**config.mk**
```make
export PLATFORM = sky130hd
export DESIGN_NAME = status_msg_tx
export DESIGN_NICKNAME = d
export VERILOG_FILES = /design/src/rtl/status_msg_pkg.sv /design/src/rtl/status_msg_tx_bin2bcd.sv /design/src/rtl/status_msg_tx.sv
export SDC_FILE = /design/constraint.sdc
export NUM_CORES = 1
export LEC_CHECK = 0
export BUFFER_PORTS_ARGS = -buffer_cell sky130_fd_sc_hd__clkbuf_2
export CAP_MARGIN = 10
export CORE_ASPECT_RATIO = 0.7
export CORE_MARGIN = 5
export CORE_UTILIZATION = 60
export CTS_CLUSTER_SIZE = 30
export DETAILED_ROUTE_END_ITERATION = 6
export PLACE_DENSITY = 0.87
export SYNTH_ARGS = -nofsm -noshare
export SYNTH_HDL_FRONTEND = slang
export SYNTH_HIERARCHICAL = 1
export SYNTH_SLANG_ARGS = --single-unit
```
**constraint.sdc**
```tcl
create_clock -name clk -period 3.1 [get_ports clk]
set_input_delay 0.62 -clock clk [delete_from_list [all_inputs] [get_ports clk]]
set_output_delay 0.62 -clock clk [all_outputs]
set_load 0.005 [all_outputs]
```
**src/rtl/status_msg_pkg.sv**
```systemverilog
// Shared constants and types for the status-line transmitter:
// ASCII bytes of the line format and the FSM state encoding.
package status_msg_pkg;

    localparam logic [7:0] CH_C     = 8'h63;
    localparam logic [7:0] CH_H     = 8'h68;
    localparam logic [7:0] CH_0     = 8'h30;
    localparam logic [7:0] CH_COLON = 8'h3A;
    localparam logic [7:0] CH_SPACE = 8'h20;
    localparam logic [7:0] CH_LF    = 8'h0A;
    localparam logic [7:0] CH_IDLE  = 8'hFF;

    typedef enum logic [1:0] {IDLE, CONV, EMIT, DONE} stateT;

    function automatic logic [7:0] bcdToAscii(input logic [3:0] nibble);
        return CH_0 + {4'h0, nibble};
    endfunction

endpackage

```
**src/rtl/status_msg_tx_bin2bcd.sv**
```systemverilog
// Sequential double-dabble converter: one input bit per cycle, result
// valid (o_valid pulse) FIELD_W cycles after i_load.
module bin2bcd_seq #(
    parameter int FIELD_W = 8,
    parameter int DIGITS  = 3
) (
    input  logic                  clk,
    input  logic                  reset,
    input  logic                  i_load,
    input  logic [FIELD_W-1:0]    i_bin,
    output logic [DIGITS*4-1:0]   o_bcd,
    output logic                  o_valid
);

    localparam int CNT_W = $clog2(FIELD_W + 1);

    logic [FIELD_W-1:0]  binReg;
    logic [DIGITS*4-1:0] bcdReg;
    logic [DIGITS*4-1:0] adjusted;
    logic [CNT_W-1:0]    cnt;
    logic                validReg;

    always_comb begin
        // NOTE: default assignment first so no path leaves the variable unassigned (no latch).
        adjusted = bcdReg;
        for (int d = 0; d < DIGITS; d++) begin
            if (bcdReg[d*4 +: 4] >= 4'd5)
                adjusted[d*4 +: 4] = bcdReg[d*4 +: 4] + 4'd3;
        end
    end

    // NOTE: sequential state uses non-blocking assignments so all registers update together.
    always_ff @(posedge clk or negedge reset) begin
        if (!reset) begin
            binReg   <= '0;
            bcdReg   <= '0;
            cnt      <= '0;
            validReg <= 1'b0;
        end else begin
            validReg <= 1'b0;
            if (i_load) begin
                binReg <= i_bin;
                bcdReg <= '0;
                cnt    <= CNT_W'(FIELD_W);
            end else if (cnt != '0) begin
                bcdReg   <= {adjusted[DIGITS*4-2:0], binReg[FIELD_W-1]};
                binReg   <= binReg << 1;
                cnt      <= cnt - CNT_W'(1);
                validReg <= (cnt == CNT_W'(1));
            end
        end
    end

    assign o_bcd   = bcdReg;
    assign o_valid = validReg;

endmodule

```
**src/rtl/status_msg_tx.sv**
```systemverilog
// Status-line generator: snapshots NUM_FIELDS values and streams
// "ch<i>:<ddd>" per field (space separated, LF terminated) over valid/ready.
module status_msg_tx
    import status_msg_pkg::*;
#(
    parameter int NUM_FIELDS = 2,
    parameter int FIELD_W    = 8,
    parameter int DIGITS     = 3
) (
    input  logic                          clk,
    input  logic                          reset,
    input  logic                          i_start,
    input  logic                          i_abort,
    input  logic [NUM_FIELDS*FIELD_W-1:0] i_values,
    output logic [7:0]                    o_tx_data,
    output logic                          o_tx_valid,
    input  logic                          i_tx_ready,
    output logic                          o_busy,
    output logic                          o_done
);

    localparam int K_W   = (NUM_FIELDS > 1) ? $clog2(NUM_FIELDS) : 1;
    localparam int J_W   = $clog2(5 + DIGITS);
    localparam int CMP_W = (FIELD_W > 17) ? FIELD_W : 17;
    localparam logic [K_W-1:0]   LAST_K  = K_W'(NUM_FIELDS - 1);
    localparam logic [J_W-1:0]   LAST_J  = J_W'(4 + DIGITS);
    localparam logic [CMP_W-1:0] MAX_DEC = CMP_W'(10 ** DIGITS - 1);

    stateT                         state, nextState;
    logic [NUM_FIELDS*FIELD_W-1:0] snapshot;
    logic [K_W-1:0]                k;
    logic [J_W-1:0]                j;
    logic [DIGITS*8-1:0]           digitChars;
    logic [DIGITS*8-1:0]           satChars;
    logic                          loadPend;
    logic [FIELD_W-1:0]            curField;
    logic [DIGITS*4-1:0]           bcd;
    logic                          bcdValid;
    logic                          xfer;
    logic                          saturate;
    logic [7:0]                    curByte;

    assign curField = snapshot[int'(k)*FIELD_W +: FIELD_W];
    assign xfer     = (state == EMIT) && i_tx_ready;
    assign saturate = CMP_W'(curField) > MAX_DEC;

    bin2bcd_seq #(
        .FIELD_W (FIELD_W),
        .DIGITS  (DIGITS)
    ) conv (
        .clk     (clk),
        .reset   (reset),
        .i_load  (loadPend),
        .i_bin   (curField),
        .o_bcd   (bcd),
        .o_valid (bcdValid)
    );

    always_ff @(posedge clk or negedge reset) begin
        if (!reset) state <= IDLE;
        else        state <= nextState;
    end

    always_comb begin
        nextState = state;
        unique case (state)
            IDLE: if (i_start && !i_abort) nextState = CONV;
            CONV: if (i_abort) nextState = IDLE;
                  else if (bcdValid) nextState = EMIT;
            EMIT: if (i_abort) nextState = IDLE;
                  else if (xfer && j == LAST_J) nextState = (k == LAST_K) ? DONE : CONV;
            DONE: nextState = IDLE;
            default: nextState = IDLE;
        endcase
    end

    always_comb begin
        for (int d = 0; d < DIGITS; d++)
            satChars[d*8 +: 8] = saturate ? (CH_0 + 8'd9) : bcdToAscii(bcd[d*4 +: 4]);
    end

    // Converter is kicked one cycle after entering CONV, so it always sees the updated k.
    always_ff @(posedge clk or negedge reset) begin
        if (!reset) begin
            snapshot   <= '0;
            k          <= '0;
            j          <= '0;
            digitChars <= '0;
            loadPend   <= 1'b0;
        end else begin
            loadPend <= (nextState == CONV) && (state != CONV);
            if (state == IDLE && nextState == CONV) begin
                snapshot <= i_values;
                k        <= '0;
                j        <= '0;
            end
            if (state == CONV && bcdValid)
                digitChars <= satChars;
            if (state == EMIT && xfer) begin
                if (j == LAST_J) begin
                    j <= '0;
                    if (k != LAST_K) k <= k + K_W'(1);
                end else begin
                    j <= j + J_W'(1);
                end
            end
            if (nextState == IDLE && state != IDLE) begin
                k <= '0;
                j <= '0;
            end
        end
    end

    always_comb begin
        curByte = CH_IDLE;
        if (j == J_W'(0))       curByte = CH_C;
        else if (j == J_W'(1))  curByte = CH_H;
        else if (j == J_W'(2))  curByte = CH_0 + 8'(k);
        else if (j == J_W'(3))  curByte = CH_COLON;
        else if (j == LAST_J)   curByte = (k == LAST_K) ? CH_LF : CH_SPACE;
        else                    curByte = digitChars[(DIGITS - 1 - (int'(j) - 4))*8 +: 8];
    end

    always_comb begin
        o_tx_valid = (state == EMIT);
        o_tx_data  = (state == EMIT) ? curByte : CH_IDLE;
        o_busy     = (state != IDLE);
        o_done     = (state == DONE);
    end

endmodule

```
Word-level counts from Yosys, hierarchy flattened
Index checks and enable logic that the tools add are counted.
{"block": "totals", "ff_bits": 72, "latch_bits": 0, "mem_bits_rw": 0, "rom_bits": 0, "output_inout_bits": 11, "mem_count": 0}
{"block": "op_classes", "n_addsub": 12, "multipliers": 0, "n_div": 0, "magnitude_cmp": 3, "eq_ne": 10, "n_shift": 2, "n_mux": 34, "n_bitwise": 0, "n_reduce_logical": 16}
{"op": "$mux 8", "n": 8}
{"op": "$mux 12", "n": 2}
{"op": "$shiftx 24x8->8", "n": 1}
{"op": "$add 6x4->7 const A", "n": 3}
{"op": "$mux 4", "n": 4}
{"op": "$shiftx 16x5->8", "n": 1}
{"op": "$mux 3", "n": 5}
{"op": "$ge 4x3->1 const B", "n": 3}
{"op": "$mux 2", "n": 6}
{"op": "$add 4x2->4 const B", "n": 2}
{"op": "$logic_and 1x1->1", "n": 8}
{"op": "$pmux 2 s4", "n": 1}
{"op": "$add 6x1->7 const A", "n": 1}
{"op": "$mux 1", "n": 7}
{"op": "$eq 3x2->1 const B", "n": 2}
{"op": "$mux 6", "n": 1}
{"op": "$sub 3x4->5 const A", "n": 1}
{"op": "$eq 2x1->1 const B", "n": 2}
{"op": "$eq 2x2->1 const B", "n": 2}
{"op": "$eq 4x1->1 const B", "n": 1}
{"op": "$logic_not 2->1", "n": 2}
{"op": "$reduce_bool 2->1", "n": 2}
{"op": "$reduce_bool 4->1", "n": 1}
{"op": "$sub 3x3->4 const B", "n": 1}
{"op": "other kinds (10)", "n": 10}

Logic depth before layout (Yosys ltp)
{"block": "depth", "ltp_word": 13, "ltp_mapped": 7}

Cells and area by module
The synthesis kept the hierarchy.
{"module": "status_msg_tx", "n_inst": 1, "cells_per_inst": 204, "area_per_inst_um2": 2072.0, "seq_area_each_um2": 900.9}
{"module": "bin2bcd_seq", "n_inst": 1, "cells_per_inst": 154, "area_per_inst_um2": 1463.9, "seq_area_each_um2": 625.6}

Worst setup path after synthesis
OpenSTA, ideal clock, no wires.
{"block": "synth_path", "kind": "register to output", "startpoint": "register j[0]", "endpoint": "output port o_tx_data[0]", "t_arrival_ns": 1.881, "required_ns": 2.480, "path_slack_ns": 0.599, "path_stages_with_launch": 8, "path_buffers": 2, "cell_sequence": "dfrtp_1 -> clkbuf_1 -> inv_1 -> ha_1 -> buf_2 -> inv_1 -> a211o_1 -> o311ai_1"}
{"block": "synth_via", "elab_chain_cells": 9}
{"element": "from (decl)", "line_no": "status_msg_tx.sv:32", "text": "logic [J_W-1:0] j;"}
{"element": "from (signal assigned)", "line_no": "status_msg_tx.sv:104", "text": "j <= j + J_W'(1);"}
{"element": "$sub 3x3->4", "line_no": "status_msg_tx.sv:121", "text": "else curByte = digitChars[(DIGITS - 1 - (int'(j) - 4))*8 +: 8];"}
{"element": "$sub 3x4->5", "line_no": "status_msg_tx.sv:121"}
{"element": "$shiftx 24x8->8", "line_no": "status_msg_tx.sv:121"}
{"element": "$mux 8", "line_no": "status_msg_tx.sv:120", "text": "else if (j == LAST_J) curByte = (k == LAST_K) ? CH_LF : CH_SPACE;"}
{"element": "$mux 8", "line_no": "status_msg_tx.sv:119", "text": "else if (j == J_W'(3)) curByte = CH_COLON;"}
{"element": "$mux 8", "line_no": "status_msg_tx.sv:118", "text": "else if (j == J_W'(2)) curByte = CH_0 + 8'(k);"}
{"element": "$mux 8", "line_no": "status_msg_tx.sv:117", "text": "else if (j == J_W'(1)) curByte = CH_H;"}
{"element": "$mux 8 (*)", "line_no": "status_msg_tx.sv:116", "text": "if (j == J_W'(0)) curByte = CH_C;"}
{"element": "$mux 8 (*)", "line_no": "status_msg_tx.sv:126", "text": "o_tx_data = (state == EMIT) ? curByte : CH_IDLE;"}
{"element": "to (decl)", "line_no": "status_msg_tx.sv:15", "text": "output logic [7:0] o_tx_data,"}
Mark *: on every way between the ends. The rest lies on a longest branch, timed or not.

Final worst setup path
{"block": "layout_path", "startpoint": "register j[1]", "endpoint": "output port o_tx_data[0]"}
The elaborated chain is that of the path after synthesis.

==> impl_metrics.toml <==
[outcome]
outcome = "complete, no violations"

[final_layout]
final_common_cell = "nand2_1"
final_util_pct = 67.9
fin_nets = 422
drive_gt1_share_pct = 22.6
area_growth_syn_to_layout_pct = 10.0
final_cell_mix = "nand2_1 (66), dfrtp_1 (61), clkbuf_2 (31)"
antenna_cells = 0

[yosys]
synth_ff_type = "dfrtp_1"
synth_edf_count = 0
synth_warnings = 6
async_flop_share_pct = 100
syn-cell-area_um2 = 3540
avgSynthCellArea_um2 = 9.88
ys_ff_latch = 61
syn_inst = 358
syn-num-nets = 395
seq_area_frac_synth_pct = 43.2
ys_types = 53

[route]
first_pass_iters = 4
detail_route.wl_per_cell_um = 15.2
drc = 0
vias = 2629
drt_wl_total_mm = 7.06
ant_nets = 0
via_per_inst = 5.65
drt_iter0_drc = 101

[placed_design]
gp_congestion = 0.880
port_buffers = 31
hpwl_mm = 4.96

[global_routing]
grt_pass1_vias = 2688
antenna_found_initial = 0
grt_max_degree = 62
grt_pass1_wl_mm = 12.3
grt_usage_pct = 20.7
overflow = 0

[critical_path]
cpMostUsedCell = "inv_1"
endpoint_kind = "output port"
r2r-start = "j[2]$_DFFE_PN0P_"
r2r-end = "j[2]$_DFFE_PN0P_"
crit_fanout = 9
rrSetupSlack_ns = 1.30
cp_cell_sequence = "inv_1 > ha_1 > inv_1 > a211o_1 > o311ai_1 > clkbuf_2"
arrival_ns = 2.26
critPathBufInv = 3
critPathKind = "register to output port"
start_kind = "register"
rr_worst_depth = 5
crit_slowest_cell = "dfrtp_1"
required_ns = 2.48
max_stage_delay_ns = 0.48
critPathTopFamily = "compound AO/OA/AOI/OAI gates"

[sta]
slew-limit-headroom_pct = 44.1
min_period_ns = 2.88
max_freq_ghz = 0.347
worst_pin_slew_ns = 0.839
setup_viol = 0
hold_viol_final = 0
period_share_pct = 93.0
drv_slew = 0
hold_ws_ns = 0.415
fin_setup_tns_ns = 0
fin_skew_ns = 0.0126
grt_setup_unrepaired = "no"

[clock_tree]
cts_hold_buf = 0
cts_tree = "yes"
clk-insertion-delay-late_ns = 0.34
htree_levels = 3
postCtsSetupBuffers = 0
cts_resized = 0
cts_buffers = 9
numClockSinks = 61
cts_buffer_depth = 2
clk_root_buffer_cell = "clkbuf_8"
path_clk_slew_ns = 0.07

[power_and_ir_drop]
p_sw_w = 0.000966
share_comb_of_total_power_pct = 31.6
ir_drop_mv = 0.336
p_seq_share_pct = 43.9
power_density_nw_per_um2 = 721
p_leak_nw = 1.85
swShare_pct = 34.4
clockPowerShare_pct = 24.4
internal-power_w = 0.00184

[floorplan]
start_util_pct = 61.7
core.rowCount = 23
die_w_um = 102
pin_count = 32
dieArea_um2 = 7550
chipHeight_um = 74.2
core-area_um2 = 5730

[worst_hold_path]
hp-class = "input pin to async pin"

[run]
cap_violations = 0
[cell families after synthesis]
family	Yosys count	share of synthesized area, %
buffers and inverters	40	5.73
XOR/XNOR	3	0.743
flip-flops	61	43.2
multiplexers	29	8.95
AO/OA/AOI/OAI	69	14.6
adder cells (fa/ha/maj)	17	5.94
AND/OR/NAND/NOR	139	20.8
[per-layer routing]
metal / part of all wire (%) / global-route usage, % / wire [µm]
met5: 0 / 0 / 0
met4: 1.2 / 6.78 / 83
met3: 5.7 / 6.65 / 399
met2: 46 / 33.5 / 3220
met1: 47 / 26.6 / 3350
[worst max-delay path by stage]
stage	startpoint	endpoint	slack, ns	cells after the start
finish	j[1]$_DFFE_PN0P_	o_tx_data[0]	0.22	6
floorplan	j[0]$_DFFE_PN0P_	o_tx_data[0]	0.60	7
global placement	j[1]$_DFFE_PN0P_	o_tx_data[0]	0.69	6
global route	j[1]$_DFFE_PN0P_	o_tx_data[0]	0.04	6
CTS	j[1]$_DFFE_PN0P_	o_tx_data[0]	0.20	6
detailed placement	j[1]$_DFFE_PN0P_	o_tx_data[0]	0.61	6
[area by class of cell]
type	instances	area [µm²]
fillers	414	1840
multi-input cells	257	1810
flip-flops and latches	61	1530
repair buffers	36	193
clock buffers	10	128
well taps	75	93.8
inverters	20	75.1
clock inverters	6	63.8
[synth_stat cells (8+ instances only)]
| cell type | count | area, µm² |
|---|---|---|
| nand2_1 | 66 | 248 |
| nand2b_1 | 8 | 50.1 |
| a21oi_1 | 12 | 60.1 |
| mux2i_1 | 8 | 80.1 |
| o2111ai_1 | 8 | 70.1 |
| nor2_1 | 11 | 41.3 |
| or3_1 | 13 | 81.3 |
| dfrtp_1 | 61 | 1530 |
| mux2_2 | 21 | 236 |
| nor2b_1 | 11 | 68.8 |
| o21ai_0 | 14 | 70.1 |
| o211ai_1 | 8 | 60.1 |
| inv_1 | 20 | 75.1 |
| ha_1 | 16 | 200 |
[power by group through the flow]
stage	logic, W	clock network (W)	registers [W]
floorplan	0.000754	0	0.00117
detailed placement	0.000889	0	0.00125
global route	0.00100	0.000736	0.00127
CTS	0.000895	0.000702	0.00123
global placement	0.000834	0	0.00123
finish	0.000888	0.000685	0.00123
[flip-flops by register name, indices dropped and copies added, names as in the netlist, 2 cells and up]
signal / count
conv/binReg: 8
conv/cnt: 4
conv/o_bcd: 12
digitChars: 13
j: 3
snapshot: 16
state: 2
[metrics by stage]
stage	total power [W]	cells	setup slack (ns)	instance area, µm²
2_1_floorplan	0.00192	358	0.599	3540
3_3_place_gp	0.00207	449	0.686	3700
3_5_place_dp	0.00214	449	0.614	3700
4_1_cts	0.00283	465	0.204	3890
5_1_grt	0.00301	465	0.0398	3890
6_report	0.00281	465	0.217	3890
Note: power is estimated with default switching activity, not from simulation.
